<file path="config.mk">
export PLATFORM = sky130hd
export DESIGN_NAME = rca_chunked_adder
export DESIGN_NICKNAME = d
export VERILOG_FILES = /design/src/rtl/rca_chunked_adder.sv
export SDC_FILE = /design/constraint.sdc
export NUM_CORES = 1
export LEC_CHECK = 0
export CORE_ASPECT_RATIO = 1.2
export CORE_MARGIN = 10
export CORE_UTILIZATION = 50
export CTS_CLUSTER_DIAMETER = 40
export DETAILED_ROUTE_END_ITERATION = 16
export PLACE_DENSITY = 0.79
export SYNTH_ARGS = -nofsm -noshare
export SYNTH_HDL_FRONTEND = slang
export SYNTH_SLANG_ARGS = --single-unit
</file>
<file path="constraint.sdc">
create_clock -name clk -period 3.05 [get_ports clk]
set_input_delay 0.61 -clock clk [delete_from_list [all_inputs] [get_ports clk]]
set_output_delay 0.61 -clock clk [all_outputs]
set_load 0.02 [all_outputs]
</file>
<file path="src/rtl/rca_chunked_adder.sv">
`default_nettype none
// rca_chunked_adder: multi-cycle ripple-carry add/sub, CHUNK bits per clock, carry held in a register.
// Rev 1.0
module rca_chunked_adder #(
  parameter int WIDTH = 16,
  parameter int CHUNK = 4
) (
  input  logic             clk,
  input  logic             rst_n,
  input  logic             in_valid,
  output logic             in_ready,
  input  logic [WIDTH-1:0] a,
  input  logic [WIDTH-1:0] b,
  input  logic             cin,
  input  logic             sub,
  output logic             out_valid,
  input  logic             out_ready,
  output logic [WIDTH-1:0] sum,
  output logic             cout,
  output logic             overflow
);

  localparam int NCHUNK = WIDTH / CHUNK;
  localparam int IDXW   = (NCHUNK > 1) ? $clog2(NCHUNK) : 1;

  typedef enum logic [1:0] {
    IDLE = 2'd0,
    BUSY = 2'd1,
    DONE = 2'd2
  } state_t;

  state_t                         state;
  logic [IDXW-1:0]                idx;
  logic                           carry;
  logic [NCHUNK-1:0][CHUNK-1:0]   a_r;
  logic [NCHUNK-1:0][CHUNK-1:0]   b_r;
  logic [NCHUNK-1:0][CHUNK-1:0]   sum_r;
  logic                           a_msb;
  logic                           b_msb;
  logic [CHUNK:0]                 chunk_sum;
  logic                           last_chunk;

  assign in_ready   = (state == IDLE);
  assign out_valid  = (state == DONE);
  assign sum        = sum_r;
  assign last_chunk = (idx == IDXW'(NCHUNK - 1));
  assign chunk_sum  = {1'b0, a_r[idx]} + {1'b0, b_r[idx]} + {{CHUNK{1'b0}}, carry};

  always_ff @(posedge clk or negedge rst_n) begin
    if (!rst_n) begin
      state    <= IDLE;
      idx      <= '0;
      carry    <= 1'b0;
      a_r      <= '0;
      b_r      <= '0;
      sum_r    <= '0;
      a_msb    <= 1'b0;
      b_msb    <= 1'b0;
      cout     <= 1'b0;
      overflow <= 1'b0;
    end else begin
      case (state)
        IDLE: begin
          if (in_valid) begin
            // Subtraction is a + ~b + 1: invert b here and seed the carry with 1.
            a_r   <= a;
            b_r   <= sub ? ~b : b;
            carry <= sub ? 1'b1 : cin;
            a_msb <= a[WIDTH-1];
            b_msb <= sub ? ~b[WIDTH-1] : b[WIDTH-1];
            sum_r <= '0;
            idx   <= '0;
            state <= BUSY;
          end
        end
        BUSY: begin
          sum_r[idx] <= chunk_sum[CHUNK-1:0];
          carry      <= chunk_sum[CHUNK];
          if (last_chunk) begin
            // The MSB of the result is produced by this final chunk.
            cout     <= chunk_sum[CHUNK];
            overflow <= (a_msb == b_msb) && (chunk_sum[CHUNK-1] != a_msb);
            idx      <= '0;
            state    <= DONE;
          end else begin
            idx <= idx + 1'b1;
          end
        end
        DONE: begin
          if (out_ready) state <= IDLE;
        end
        default: state <= IDLE;
      endcase
    end
  end

endmodule
`default_nettype wire

</file>
# ---- Word-level counts from Yosys, hierarchy flattened
# Index checks and enable logic that the tools add are counted.
dict set report totals {
  ff_bits 57
  inputBits 38
  out_inout_bits 20
  word_cells 63
}
dict set report op_classes {
  n_addsub 3
  magnitude_cmp 2
  n_eq_ne 8
  n_mux 21
  n_bitwise 2
  n_reduce_logical 8
}
# operator count
set ops {}
lappend ops {{16-bit two-way mux} 2}
lappend ops {{16-bit case mux with 2 select lines} 1}
lappend ops {{4-bit binary-select mux with 2-bit select} 2}
lappend ops {{16-bit bitwise mux} 1}
lappend ops {{16-bit NOT} 1}
lappend ops {{4-bit two-way mux} 3}
lappend ops {{2-bit two-way mux} 5}
lappend ops {{4-bit demux with 2-bit select} 1}
lappend ops {{2-bit case mux with 3 select lines} 1}
lappend ops {{2-bit AND reduction} 3}
lappend ops {{4-bit by 4-bit adder with 5-bit output} 1}
lappend ops {{5-bit by 1-bit adder with 5-bit output} 1}
lappend ops {{2-bit == test, second input constant} 2}
lappend ops {{2-bit inequality test, second input constant} 2}
lappend ops {{2-bit case mux with 2 select lines} 1}
lappend ops {{2-bit by 3-bit < comparator with 1-bit output, second input constant} 1}
lappend ops {{1-bit two-way mux} 3}
lappend ops {{3-bit AND reduction} 1}
lappend ops {{2-bit by 1-bit adder with 2-bit output, second input constant} 1}
lappend ops {{2-bit by 1-bit == test with 1-bit output, second input constant} 1}
lappend ops {{2-bit by 1-bit >= comparator with 1-bit output, second input constant} 1}
lappend ops {{1-bit logical AND} 2}
lappend ops {{2-bit logical NOT} 1}
lappend ops {{2-bit by 1-bit inequality test with 1-bit output, second input constant} 1}
lappend ops {{5 further kinds} 5}

# ---- Logic depth before layout (Yosys ltp)
dict set report logic_depth {
  ltp_word 6
  ltp_mapped 7
  ltp_nobuf 6
}

# ---- Worst setup path after synthesis
# No wires, ideal clock.
dict set report synth_path {
  path_kind {reg2reg}
  start {register idx[0]}
  end {register carry}
  setup_time_ps 130
  t_arrival_ps 2407
  required_ps 2920
  setup_slack_ps 513
  stages_incl_launch_ff 8
  path_buffers 1
  synth_period_minus_slack_ps 2537
  cell_sequence {dfrtp_1 > buf_2 > mux4_2 > fa_1 > fa_1 > a21o_1 > a21oi_1 > o21ai_0}
}
dict set report synth_via {
  elab_chain_cells 5
  word_cells_on_any_way 7
  classes_between {add/sub (2); mux (5)}
}
# item line
set synth_lines {}
lappend synth_lines {{from (decl)} 33} ;# logic [IDXW-1:0] idx;
lappend synth_lines {{from (signal assigned)} 86} ;# idx <= idx + 1'b1;
lappend synth_lines {{4-bit binary-select mux with 2-bit select} 47} ;# assign chunk_sum = {1'b0, a_r[idx]} + {1'b0, b_r[idx]} + {{CHUNK{1'b0}}, carry};
lappend synth_lines {{4-bit two-way mux (implied by the code)} 47}
lappend synth_lines {{4-bit by 4-bit adder with 5-bit output (*)} 47}
lappend synth_lines {{5-bit by 1-bit adder with 5-bit output (*)} 47}
lappend synth_lines {{1-bit case mux with 2 select lines (*)} 62} ;# case (state)
lappend synth_lines {{to (signal assigned)} 68} ;# carry <= sub ? 1'b1 : cin;
lappend synth_lines {{to (signal assigned)} 78} ;# carry <= chunk_sum[CHUNK];
lappend synth_lines {{to (decl)} 34} ;# logic carry;
# Mark *: on every way between the ends. The rest lies on a longest branch, timed or not. The select of a mux whose other input is x is not followed.
# A chain may end at the register's enable or synchronous reset.

# ---- Worst setup path in the final report
# Ends and elaborated chain as after synthesis.

==> qor.txt <==
Hold buffers post-CTS - 0
Synth-to-layout area growth - 27.6%
Post-synth ARST share - 100%
Post-Route WL - 5910 um
Vias per inst - 5.32
Post-synth EDFFs - 0
Multi-input logic area - 0.00118 mm2
Chip width - 86.3 um
# DRC - 0
Root Driver - clkbuf_8
Yosys top cell area share - 52.2%
Clock Latency Late Sink - 310 ps
Final hold vios - 0
CP Data Required Time - 3240 ps
Run status - complete, no violations
CP Class - reg -> reg
Hold Path Class - in -> async
Nets - 347
Worst rel slew slack - 39.3%
Starting density of the core - 52.6%
Initial antenna violation count - 0
Synth Instances - 244
Worst path max stage delay - 590 ps
Syn avg cell area - 10.8 um2
Top cells by area, synth - dfrtp_1, nand2_1, mux4_2
Clock transition at path regs - 100 ps
Pwr per Cell Area - 1170 mW/mm2
Final Setup Violations - 0
Critical path launch point type - register
Port bufs - 57
Max cap viols - 0
Die height - 99.6 um
CTS Buffer Depth - 2
Crit path time final - 2670 ps
Reg2reg path depth - 6
CP dominant cell by count - fa_1
Yosys reg bits - 55
Clk sinks - 55
DR vias - 1919
RSZ-0062 raised after global routing - false
PostCTS Resize Cnt - 0
Yosys cell types - 27
First-pass GRT wire length - 9880 um
Share of cells above drive strength 1 - 10.6%
CP Depth - 6
Pin count of the biggest net entering global routing - 56
Yosys top cell by area - dfrtp_1
Worst Skew - 6.94 ps
CTS H-tree depth - 2
Core box area - 0.00501 mm2
Cell Chain, Critical Path - mux4_2, fa_1, fa_1, a21o_1, a21oi_1, o21ai_0
Worst-path maximum fanout - 7
Area of the die - 0.00859 mm2
Leak - 0.00148 uW
Worst-margin pin slew - 908 ps
Setup Fix Bufs, Post-CTS - 0
Maximum clock rate - 374 MHz
Count of final max-slew check failures - 0
Yosys warns - 0
CTS buffer count - 5
Sequential area share after synthesis - 52.2%
Crit path max-delay family - adder cells
Worst IR drop on VDD - 0.460 mV
Post-Syn Area - 0.00264 mm2
Main synth FF type - dfrtp_1
Total negative slack - 0 ps
Storage cell area - 0.00138 mm2
DP HPWL - 4510 um
Initial DRC Count - 145
Ratio of final minimum period to clock period - 87.6%
Number of global-route vias before repair - 2092
GP Congestion - 0.833
Congestion Overflow GR - 0
Num ports - 58
TritonCTS clock tree - done
Worst path slowest cell - dfrtp_1
FILL cells - 409
Ant. Diodes - 0
Hold Worst Slack - 392 ps
DRT antenna net count - 0
Rows - 28
Syn_nets - 291
Setup crit end kind - register
Worst path bufs/invs - 0
Iteration count of the initial detailed-routing pass - 5
Per-cell routed wire length - 16.4 um
Tot GR Track Use - 14.1%
Crit path arrival time - 2860 ps
## final cells by class
cell class	count	share of cell area, %
sequential	55	40.9
multi-input combinational	174	35.2
timing repair buffer	61	17.7
clock buffer	6	2.45
tap	60	2.23
clock inverter	2	1.15
inverter	3	0.335
## metal layers
| layer | GRT usage [%] | wire, um | vias up |
|---|---|---|---|
| met5 | 0 | 0 | - |
| met3 | 3.27 | 325 | 9 |
| met1 | 16.3 | 2500 | 909 |
| li1 | - | - | 939 |
| met2 | 24.5 | 3000 | 62 |
| met4 | 5.49 | 90 | 0 |
## sequential cells by signal (all words and copies together), names as in the netlist
register  cells
carry         1
cout          1
idx           2
a_r          16
sum          16
overflow      1
b_r          16
state         2
## metrics by stage
step,std cells,setup slack (ps),utilization [%],total power (uW),instance area [um2]
floorplan,244,513,-,2770,2640
global placement,353,481,64.7,3310,3240
detailed placement,353,405,64.7,3430,3240
CTS,361,366,67.2,3950,3360
global route,361,217,67.2,4230,3360
finish,361,378,67.2,3930,3360
## placed cells by master (no fill, tap or decap), drive strengths merged, types with 2 or more instances in the layout
cell type | Yosys | final
a21o | 2 | 2
a21oi | 18 | 18
a22o | 12 | 12
and2 | 4 | 4
buf | 12 | 5
clkbuf | 0 | 6
clkdlybuf4s50 | 0 | 56
dfrtp | 55 | 55
fa | 2 | 2
ha | 7 | 7
inv | 3 | 4
mux4 | 8 | 8
nand2 | 58 | 58
nand2b | 2 | 2
nand3 | 3 | 3
nor2 | 23 | 23
nor3b | 2 | 2
o211ai | 2 | 2
o21ai | 4 | 4
o2bb2ai | 4 | 4
o31ai | 2 | 2
xnor2 | 18 | 18
## path summary, 6_finish.rpt
| path | start | to | slack, ps |
|---|---|---|---|
| hold / removal | rst_n | sum[1]$_DFFE_PN0P_ | 390 |
| setup / recovery | idx[0]$_DFFE_PN0P_ | carry$_DFFE_PN0P_ | 380 |
| hold reg to reg | a_r[10]$_DFFE_PN0P_ | a_r[10]$_DFFE_PN0P_ | 480 |
| setup reg to reg | idx[0]$_DFFE_PN0P_ | carry$_DFFE_PN0P_ | 380 |
| max in group asynchronous | rst_n | b_r[14]$_DFFE_PN0P_ | 2200 |
| min in group clk | a_r[10]$_DFFE_PN0P_ | a_r[10]$_DFFE_PN0P_ | 480 |
## synth_stat cells, types with 2 or more instances
master     number
buf_4           4
nand2b_1        2
a21o_1          2
nor2_1         19
dfrtp_1        55
nor3b_1         2
ha_1            7
and2_4          4
o211ai_1        2
a22o_1         12
mux4_2          8
inv_1           3
nand3_1         3
buf_2           8
a21oi_1        17
nand2_1        57
xnor2_1        18
fa_1            2
o31ai_1         2
o2bb2ai_1       4
o21ai_0         4
nor2_2          4
## kinds of logic (layout without fill, tap and decap cells)
| group | Yosys count | in the layout | share of synthesized area, % |
|---|---|---|---|
| AOI/OAI and AO/OA | 45 | 45 | 11.7 |
| xor gates and xnor gates | 18 | 18 | 5.98 |
| adders and majority gates | 9 | 9 | 4.84 |
| buffers and inverters | 15 | 72 | 3.08 |
| DFF | 55 | 55 | 52.2 |
| muxes | 8 | 8 | 6.83 |
| and+or+nand+nor | 94 | 94 | 15.4 |
## where the power goes
group	total (uW)	internal [uW]	leakage, uW	switching [uW]
Combinational	2110	979	0.000748	1130
Clock	509	270	0.0000618	239
Sequential	1310	1060	0.000672	251
Power figures use the tool's default switching activity.
